<file path="config.mk">
export PLATFORM = sky130hd
export DESIGN_NAME = dot_row_acc
export DESIGN_NICKNAME = d
export VERILOG_FILES = /design/src/rtl/dot_row_acc_pkg.sv /design/src/rtl/sync_fifo_fwft.sv /design/src/rtl/dot_row_acc.sv
export SDC_FILE = /design/constraint.sdc
export NUM_CORES = 1
export LEC_CHECK = 0
export BUFFER_PORTS_ARGS = -buffer_cell sky130_fd_sc_hd__buf_2
export CAP_MARGIN = 20
export CELL_PAD_IN_SITES_DETAIL_PLACEMENT = 1
export CELL_PAD_IN_SITES_GLOBAL_PLACEMENT = 1
export CORE_MARGIN = 5
export CORE_UTILIZATION = 25
export CTS_CLUSTER_DIAMETER = 150
export CTS_CLUSTER_SIZE = 25
export DETAILED_ROUTE_END_ITERATION = 10
export PLACE_DENSITY = 0.43
export REMOVE_ABC_BUFFERS = 1
export SLEW_MARGIN = 15
export SYNTH_ARGS = -nofsm -noshare
export SYNTH_HDL_FRONTEND = slang
export SYNTH_SLANG_ARGS = --single-unit
</file>
<file path="constraint.sdc">
create_clock -name clk -period 7.1 [get_ports clk]
set_input_delay 1.42 -clock clk [delete_from_list [all_inputs] [get_ports clk]]
set_output_delay 1.42 -clock clk [all_outputs]
set_load 0.005 [all_outputs]
</file>
<file path="src/rtl/dot_row_acc_pkg.sv">
// Shared constants for the multiplier-tree pipeline: default widths and the
// row-accumulator state encoding.
package dot_row_acc_pkg;

    localparam int unsigned DEF_DATA_WIDTH = 32;
    localparam int unsigned DEF_FIFO_DEPTH = 4;
    localparam int unsigned DEF_LEN_WIDTH  = 16;

    localparam int unsigned STATE_WIDTH = 1;

    localparam logic [STATE_WIDTH-1:0] ST_IDLE = 1'b0;
    localparam logic [STATE_WIDTH-1:0] ST_RUN  = 1'b1;

endpackage

</file>
<file path="src/rtl/sync_fifo_fwft.sv">
// First-word-fall-through result FIFO with a registered head word and
// registered full/empty flags. A push into a full FIFO is accepted only when
// a pop happens in the same cycle.
module sync_fifo_fwft #(
    parameter int unsigned DATA_WIDTH = 32,
    parameter int unsigned FIFO_DEPTH = 4
) (
    input  logic                  clk,
    input  logic                  rst_n,
    input  logic                  push,
    input  logic                  pop,
    input  logic [DATA_WIDTH-1:0] wdata,
    output logic                  full,
    output logic                  empty,
    output logic [DATA_WIDTH-1:0] rdata
);

    localparam int unsigned AW = $clog2(FIFO_DEPTH);
    localparam int unsigned CW = AW + 1;

    logic [DATA_WIDTH-1:0] mem_q [FIFO_DEPTH];
    logic [AW-1:0]         wptr_q, wptr_d;
    logic [AW-1:0]         rptr_q, rptr_d;
    logic [CW-1:0]         cnt_q, cnt_d;
    logic                  full_q, full_d;
    logic                  empty_q, empty_d;
    logic [DATA_WIDTH-1:0] rdata_q, rdata_d;
    logic                  do_push_c, do_pop_c;

    // Next pointers, occupancy, flags and the head word that will be visible next cycle.
    always_comb begin
        do_pop_c  = pop && !empty_q;
        do_push_c = push && (!full_q || do_pop_c);
        rptr_d    = rptr_q + AW'(do_pop_c);
        wptr_d    = wptr_q + AW'(do_push_c);
        cnt_d     = cnt_q + CW'(do_push_c) - CW'(do_pop_c);
        full_d    = (cnt_d == CW'(FIFO_DEPTH));
        empty_d   = (cnt_d == CW'(0));
        rdata_d   = rdata_q;
        if (cnt_d != CW'(0)) begin
            // If nothing older survives this cycle, the new head is the word being pushed.
            if ((cnt_q - CW'(do_pop_c)) == CW'(0)) begin
                rdata_d = wdata;
            end else begin
                rdata_d = mem_q[rptr_d];
            end
        end
    end

    // Pointer, flag and head registers.
    always_ff @(posedge clk or negedge rst_n) begin
        if (!rst_n) begin
            wptr_q  <= '0;
            rptr_q  <= '0;
            cnt_q   <= '0;
            full_q  <= 1'b0;
            empty_q <= 1'b1;
            rdata_q <= '0;
        end else begin
            wptr_q  <= wptr_d;
            rptr_q  <= rptr_d;
            cnt_q   <= cnt_d;
            full_q  <= full_d;
            empty_q <= empty_d;
            rdata_q <= rdata_d;
        end
    end

    // Storage array; contents are don't-care until written.
    always_ff @(posedge clk) begin
        if (do_push_c) begin
            mem_q[wptr_q] <= wdata;
        end
    end

    assign full  = full_q;
    assign empty = empty_q;
    assign rdata = rdata_q;

endmodule

</file>
<file path="src/rtl/dot_row_acc.sv">
// Row accumulator: sums per-cache-line partial dot products into one result
// per row and queues row results in a FWFT FIFO for the consumer.
module dot_row_acc
    import dot_row_acc_pkg::*;
#(
    parameter int unsigned DATA_WIDTH = DEF_DATA_WIDTH,
    parameter int unsigned FIFO_DEPTH = DEF_FIFO_DEPTH,
    parameter int unsigned LEN_WIDTH  = DEF_LEN_WIDTH
) (
    input  logic                  clk,
    input  logic                  rst_n,
    input  logic                  start,
    input  logic [LEN_WIDTH-1:0]  cfg_len,
    input  logic [LEN_WIDTH-1:0]  cfg_rows,
    input  logic                  in_valid,
    input  logic [DATA_WIDTH-1:0] in_data,
    output logic                  out_valid,
    output logic [DATA_WIDTH-1:0] out_data,
    input  logic                  out_ready,
    output logic                  busy,
    output logic                  done,
    output logic                  overflow
);

    logic [STATE_WIDTH-1:0] state_q, state_d;
    logic [DATA_WIDTH-1:0]  acc_q, acc_d;
    logic [LEN_WIDTH-1:0]   line_q, line_d;
    logic [LEN_WIDTH-1:0]   row_q, row_d;
    logic [LEN_WIDTH-1:0]   len_q, len_d;
    logic [LEN_WIDTH-1:0]   rows_q, rows_d;
    logic                   busy_q, busy_d;
    logic                   done_q, done_d;
    logic                   ovf_q, ovf_d;

    logic                   push_c;
    logic                   pop_c;
    logic [DATA_WIDTH-1:0]  sum_c;
    logic                   fifo_full;
    logic                   fifo_empty;

    assign pop_c = !fifo_empty && out_ready;
    assign sum_c = acc_q + in_data;

    // Next-state and datapath decisions for the IDLE/RUN controller.
    always_comb begin
        state_d = state_q;
        acc_d   = acc_q;
        line_d  = line_q;
        row_d   = row_q;
        len_d   = len_q;
        rows_d  = rows_q;
        ovf_d   = ovf_q;
        done_d  = 1'b0;
        push_c  = 1'b0;
        case (state_q)
            ST_IDLE: begin
                acc_d  = '0;
                line_d = '0;
                row_d  = '0;
                if (start) begin
                    state_d = ST_RUN;
                    len_d   = (cfg_len == '0) ? LEN_WIDTH'(1) : cfg_len;
                    rows_d  = (cfg_rows == '0) ? LEN_WIDTH'(1) : cfg_rows;
                    ovf_d   = 1'b0;
                end
            end
            ST_RUN: begin
                if (in_valid) begin
                    if (line_q == (len_q - LEN_WIDTH'(1))) begin
                        // Last line of the row: emit the row result and restart the sum.
                        push_c = 1'b1;
                        acc_d  = '0;
                        line_d = '0;
                        if (fifo_full && !pop_c) begin
                            ovf_d = 1'b1;
                        end
                        if (row_q == (rows_q - LEN_WIDTH'(1))) begin
                            done_d  = 1'b1;
                            row_d   = '0;
                            state_d = ST_IDLE;
                        end else begin
                            row_d = row_q + LEN_WIDTH'(1);
                        end
                    end else begin
                        acc_d  = sum_c;
                        line_d = line_q + LEN_WIDTH'(1);
                    end
                end
            end
        endcase
        busy_d = (state_d == ST_RUN);
    end

    // Controller state and output registers.
    always_ff @(posedge clk or negedge rst_n) begin
        if (!rst_n) begin
            state_q <= ST_IDLE;
            acc_q   <= '0;
            line_q  <= '0;
            row_q   <= '0;
            len_q   <= '0;
            rows_q  <= '0;
            busy_q  <= 1'b0;
            done_q  <= 1'b0;
            ovf_q   <= 1'b0;
        end else begin
            state_q <= state_d;
            acc_q   <= acc_d;
            line_q  <= line_d;
            row_q   <= row_d;
            len_q   <= len_d;
            rows_q  <= rows_d;
            busy_q  <= busy_d;
            done_q  <= done_d;
            ovf_q   <= ovf_d;
        end
    end

    sync_fifo_fwft #(
        .DATA_WIDTH (DATA_WIDTH),
        .FIFO_DEPTH (FIFO_DEPTH)
    ) u_fifo (
        .clk   (clk),
        .rst_n (rst_n),
        .push  (push_c),
        .pop   (pop_c),
        .wdata (sum_c),
        .full  (fifo_full),
        .empty (fifo_empty),
        .rdata (out_data)
    );

    assign out_valid = !fifo_empty;
    assign busy      = busy_q;
    assign done      = done_q;
    assign overflow  = ovf_q;

endmodule

</file>
* Word-level counts from Yosys, hierarchy flattened
Memories as Yosys holds them, arrays and structs flattened.
Index checks and enable logic that the tools add are counted.
** Storage, ports and cells
- Flip-flop bits (word level) :: 140
- RAM bits :: 128
- Input bits :: 69
- Output and inout bits :: 36
- Logic and storage cells :: 81
- Memories kept :: 1
** Cells by class
- Add/sub/neg operators :: 10
- Eq/ne operators :: 7
- Mux-type cells :: 32
- Bitwise gates (word level) :: 1
- Reduce and logical (&&, ||, !) cells :: 16
** Memory list
- u_fifo.mem_q :: depth 4, width 32, read ports 1, clocked after Yosys merged registers in 0, write ports 1, line sync_fifo_fwft.sv:21 : logic [DATA_WIDTH-1:0] mem_q [FIFO_DEPTH];
** Operators with widths (number)
- $mux W16 :: 7
- $mux W32 :: 3
- $pmux W16 S2 :: 2
- $pmux W32 S2 :: 1
- $add A16 B1 Y16 const B :: 2
- $add A32 B32 Y32 :: 1
- $eq A16 B16 Y1 :: 2
- $logic_not A16 Y1 :: 2
- $sub A16 B1 Y16 const B :: 2
- $mux W1 :: 17
- $logic_not A3 Y1 :: 2
- $sub A3 B1 Y3 :: 2
- $add A2 B1 Y2 :: 2
- $logic_and A1 B1 Y1 :: 4
- $ne A2 B1 Y1 const B :: 2
- $ne A2 B2 Y1 const B :: 2
- $pmux W1 S2 :: 2
- $reduce_and A2 Y1 :: 2
- $reduce_and A4 Y1 :: 1
- $add A3 B1 Y3 :: 1
- $eq A3 B3 Y1 const B :: 1
- $logic_not A1 Y1 :: 3
- $reduce_bool A3 Y1 :: 1
- $logic_or A1 B1 Y1 :: 1
- $not A1 Y1 :: 1

* Depth between registers and ports, before layout
- Depth in word-level cells :: 9
- Gate-level depth with buffers :: 21

* Cells and area by module
Synthesis repeated with hierarchy kept, for this count alone.
** Second synthesis, totals
- Cell total of the unflattened synthesis :: 1140
- Area, all modules :: 13643.1 um2
** Modules (own cells, without submodules)
- dot_row_acc :: instances 1, cells each 760, area each 6892.9 um2, sequential area each 2477.4 um2
- sync_fifo_fwft :: instances 1, cells each 380, area each 6750.2 um2, sequential area each 4870.9 um2

* Worst setup path after synthesis
OpenSTA, ideal clock, no wires.
- Path kind :: register -> register
- Start point :: register len_q[0]
- End point :: memory u_fifo.mem_q[0][0], enable pin
- Setup time :: 0.468 ns
- Data arrival time :: 4.645 ns
- Path slack :: 1.987 ns
- Stages on the path, launching flop included :: 9
- Clock period less this slack :: 5.113 ns
- Cell sequence :: dfrtp_1 > or4_4 > o21ai_1 > o311ai_1 > a221o_1 > nor4_4 > nand3_2 > a21oi_1 > nor3b_1
** Between the ends
- Word-level cells in the longest chain between the ends :: 8
** Ends and longest elaborated chain
- from (decl) :: line dot_row_acc.sv:29 : logic [LEN_WIDTH-1:0] len_q, len_d;
- from (signal assigned) :: line dot_row_acc.sv:111 : len_q <= len_d;
- $sub A16 B1 Y16 :: line dot_row_acc.sv:69 : if (line_q == (len_q - LEN_WIDTH'(1))) begin
- $eq A16 B16 Y1 :: line dot_row_acc.sv:69
- $mux W1 :: line dot_row_acc.sv:69
- $mux W1 :: line dot_row_acc.sv:68 : if (in_valid) begin
- $mux W1 :: line dot_row_acc.sv:55 : case (state_q)
- $logic_and A1 B1 Y1 :: line sync_fifo_fwft.sv:33 : do_push_c = push && (!full_q || do_pop_c);
- $mux W1 :: line sync_fifo_fwft.sv:71 : if (do_push_c) begin
- $mux W1 (implied by the code) :: line sync_fifo_fwft.sv:72 : mem_q[wptr_q] <= wdata;
- to (decl) :: line sync_fifo_fwft.sv:21
No other way between the ends.

* Worst setup path after layout
- Start point :: register len_q[0]
- End point :: register u_fifo.rdata_q[29], in the netlist u_fifo.rdata[29]
** Between the ends
- Word-level cells in the longest chain between the ends :: 9
** Ends and longest elaborated chain
- $sub A16 B1 Y16 :: line dot_row_acc.sv:69
- $eq A16 B16 Y1 :: line dot_row_acc.sv:69
- $mux W1 :: line dot_row_acc.sv:69
- $mux W1 :: line dot_row_acc.sv:68
- $mux W1 :: line dot_row_acc.sv:55
- $logic_and A1 B1 Y1 :: line sync_fifo_fwft.sv:33
- $add A3 B1 Y3 :: line sync_fifo_fwft.sv:36 : cnt_d = cnt_q + CW'(do_push_c) - CW'(do_pop_c);
- $sub A3 B1 Y3 :: line sync_fifo_fwft.sv:36
- via u_fifo.cnt_d[2] :: line sync_fifo_fwft.sv:24 : logic [CW-1:0] cnt_q, cnt_d;
- $reduce_bool A3 Y1 :: line sync_fifo_fwft.sv:40 : if (cnt_d != CW'(0)) begin
- to (signal assigned) :: line sync_fifo_fwft.sv:65 : rdata_q <= rdata_d;
- to (decl) :: line sync_fifo_fwft.sv:27 : logic [DATA_WIDTH-1:0] rdata_q, rdata_d;
The timed path passes the listed nets, and every way through them passes these cells.
A chain may end at the register's enable or synchronous reset.

==> results.json <==
{
  "status": "finished, final reports clean",
  "antenna_found_initial": 1,
  "clock_latency_ns": 0.52,
  "synth_edf_count": 128,
  "ys_warn_count": 0,
  "track_usage_pct": 13.6,
  "tns_ns": 0,
  "p_clk_share_pct": 15.2,
  "worstRegToRegCells": 20,
  "async_reset_ff_share_pct": 52.2,
  "skew_ns": 0.0180,
  "cts_buffers": 14,
  "synth_top_cell_area_share_pct": 28.3,
  "grt_remaining_overflow": 0,
  "syn_avg_cell_area_um2": 11.8,
  "yosys.area_share.simple_pct": 12.8,
  "yosys.area_share.xor_xnor_pct": 5.39,
  "num-nets-final": 1346,
  "worstPathMaxFanout": 28,
  "cts_sinks": 268,
  "core_mm2": 0.0538,
  "post_cts_buffers": 0,
  "synth.area.top_cells": "edfxtp_1, dfrtp_1, mux4_2",
  "synth_flop_cell": "dfrtp_1",
  "cp_num_buf_inv": 4,
  "grt_max_degree": 65,
  "cap_violations": 0,
  "cp_top_family": "compound AO/OA/AOI/OAI gates",
  "combPwrFrac_pct": 46.7,
  "path_cells": "inv_1 -> ha_1 -> nor3b_2 -> a21oi_1 -> o32ai_1 -> o211ai_1 -> nor4_4 -> nand3_2 -> a21oi_1 -> ha_1 -> inv_1 -> fa_1 -> xnor2_1 -> xnor2_1 -> or2_2 -> inv_1 -> buf_4 -> a211oi_1 -> a21oi_1 -> o31ai_1",
  "cp_slowest_cell": "nor3b_2",
  "crit_required_ns": 7.50,
  "finalSetupViolCount": 0,
  "cts_tree": "done",
  "clkTransAtPathRegs_ns": 0.11,
  "p_sw_mw": 2.52,
  "vias": 9272,
  "cts_root_buf": "clkbuf_16",
  "worstSetupStartpoint": "len_q[0]$_DFFE_PN0P_",
  "timing.rr.end": "u_fifo.rdata[29]$_DFFE_PN0P_",
  "finalCritPeriodShare_pct": 73.3,
  "worst_path_largest_cell_delay_ns": 0.48,
  "hold_slack_ns": 0.493,
  "drt-total-wl_mm": 40.6,
  "postCtsHoldBufs": 0,
  "via_per_inst": 4.78,
  "worst_setup_path_start_kind": "register",
  "die_h_um": 243,
  "crit_end": "u_fifo.rdata[29]$_DFFE_PN0P_",
  "holdCritPathClass": "reg2reg",
  "synthMuxAreaShare_pct": 7.93,
  "arrival_ns": 5.60,
  "finalCriticalPeriod_ns": 5.20,
  "route.detailed.drc": 0,
  "dpl.hpwl_mm": 28.0,
  "placed_area_mm2": 0.0149,
  "drtPass1Iterations": 4,
  "drt_iter0_drc": 447,
  "drive_gt1_share_pct": 18.8,
  "r2r-start": "len_q[0]$_DFFE_PN0P_",
  "r2r_slack_ns": 1.90,
  "grt_pass1_vias": 10100,
  "total_power_mw": 6.20,
  "fmax_mhz": 192,
  "seq_area_frac_synth_pct": 54.2,
  "num_rows": 85,
  "worst-path-stages": 20,
  "ff_latch_area_mm2": 0.00735,
  "grt_pass1_wl_mm": 63.1,
  "fillCellCount": 5965,
  "worstMarginPinSlew_ns": 1.05,
  "yosys.area_share.adder_pct": 4.08,
  "intPower_mw": 3.67,
  "crit_type": "reg2reg",
  "fin_area_mm2": 0.0154,
  "chipWidth_um": 243,
  "syn_inst": 1149,
  "io_pins": 105,
  "leakagePower_nw": 6.02,
  "synth_area_leader_cell": "edfxtp_1",
  "p_seq_share_pct": 38.1,
  "die_area_mm2": 0.0590,
  "synth_area_mm2": 0.0136,
  "ys_types": 81,
  "synth_top_family_by_area": "compound AO/OA/AOI/OAI gates",
  "start_util_pct": 25.2,
  "wl_per_cell_um": 20.9,
  "rsz0062_at_grt": "false",
  "syn_to_final_growth_pct": 13.3,
  "power_density_mw_per_mm2": 403,
  "hold_viol": 0,
  "synth_compound_area_share_pct": 12.9,
  "cts_buffer_depth": 3,
  "htree_levels": 1,
  "numPortBuffers": 104,
  "ys_ff_latch": 268,
  "cts_resized": 0,
  "synth_common_cells": "dfrtp_1, edfxtp_1, nand2_1, nor2_1, a21oi_1",
  "gp_congestion": 0.736,
  "crit_path_end_kind": "register",
  "finalMaxSlewViolations": 0,
  "antenna_left": 0,
  "ir_drop_mv": 0.238,
  "multi_input_area_mm2": 0.00592,
  "yosysMostFrequentCell": "dfrtp_1",
  "p_sw_share_pct": 40.7,
  "slew_headroom_pct": 29.9
}
[state kept, by name, indices dropped and copies added (netlist names), 2 cells and up]
signal	flops
row_q	16
acc_q	32
u_fifo.wptr_q	2
u_fifo.cnt_q	3
u_fifo.rdata	32
rows_q	16
line_q	16
u_fifo.rptr_q	2
len_q	16
u_fifo.mem_q	128
[stage by stage]
step,setup slack [ns],utilization (%),instances
2_1_floorplan,1.98,-,1100
3_3_place_gp,1.86,27.7,1912
3_5_place_dp,1.79,27.8,1913
4_1_cts,1.74,28.5,1937
5_1_grt,1.28,28.6,1939
6_report,1.90,28.6,1939
[final cells by class]
class	instances	share of cell area, %
antenna	1	0.0163
clock inverter	1	0.0570
timing repair buffer	118	4.24
multi-input combinational	788	38.5
tap	696	5.67
sequential	268	47.8
clock buffer	23	2.64
inverter	44	1.07
[worst min-delay path: stages, from the launching register on]
cell	delay [ns]
dfrtp_1	0.36
nand2_1	0.05
o31ai_1	0.05
[layout by cell type, fill, tap and decap left out, drive strengths merged, types with 15 or more instances in the layout]
cell,synthesis,routed
dfrtp,139,139
edfxtp,128,128
buf,13,118
nand2,105,105
nor2,80,80
a21oi,69,69
o21ai,53,53
xnor2,47,47
inv,44,44
ha,41,41
xor2,34,34
mux4,31,31
mux2,30,30
nor3,25,25
a21o,23,23
nand3,23,23
clkbuf,36,23
o31ai,22,22
a22o,21,21
nor4,15,15
[power groups by stage]
stage	registers (mW)	clock network (mW)	logic, mW
2_1_floorplan	2.32	0	1.96
3_3_place_gp	2.40	0	2.93
3_5_place_dp	2.40	0	2.97
4_1_cts	2.37	1.00	2.98
5_1_grt	2.40	1.05	3.25
6_report	2.36	0.944	2.89
[worst min-delay path by stage]
| stage | cells past startpoint | slack (ns) | startpoint | end |
|---|---|---|---|---|
| after detailed placement | 2 | 0.47 | acc_q[3]$_DFFE_PN0P_ | acc_q[3]$_DFFE_PN0P_ |
| after CTS | 2 | 0.50 | acc_q[3]$_DFFE_PN0P_ | acc_q[3]$_DFFE_PN0P_ |
| after global placement | 2 | 0.47 | u_fifo.rdata[17]$_DFFE_PN0P_ | u_fifo.rdata[17]$_DFFE_PN0P_ |
| final | 2 | 0.49 | acc_q[3]$_DFFE_PN0P_ | acc_q[3]$_DFFE_PN0P_ |
| after floorplan | 2 | 0.45 | acc_q[10]$_DFFE_PN0P_ | acc_q[10]$_DFFE_PN0P_ |
| after global routing | 2 | 0.52 | acc_q[3]$_DFFE_PN0P_ | acc_q[3]$_DFFE_PN0P_ |
[cell families (layout without fill, tap and decap cells)]
family | count (synthesis) | after routing
muxes | 65 | 65
DFF | 268 | 268
buffers and inverters | 93 | 186
adders and majority gates | 43 | 43
xor gates and xnor gates | 82 | 82
other | 0 | 1
AOI/OAI and AO/OA | 261 | 261
and+or+nand+nor | 337 | 337
[metal layers]
| metal | wire length, um | share of wire, % | global-route usage [%] |
|---|---|---|---|
| met4 | 507 | 1.3 | 1.74 |
| met2 | 20100 | 49 | 23.8 |
| met5 | 0 | 0 | 0 |
| met3 | 1270 | 3.1 | 1.74 |
| met1 | 18700 | 46 | 18.5 |
(Power assumes the default switching activity.)
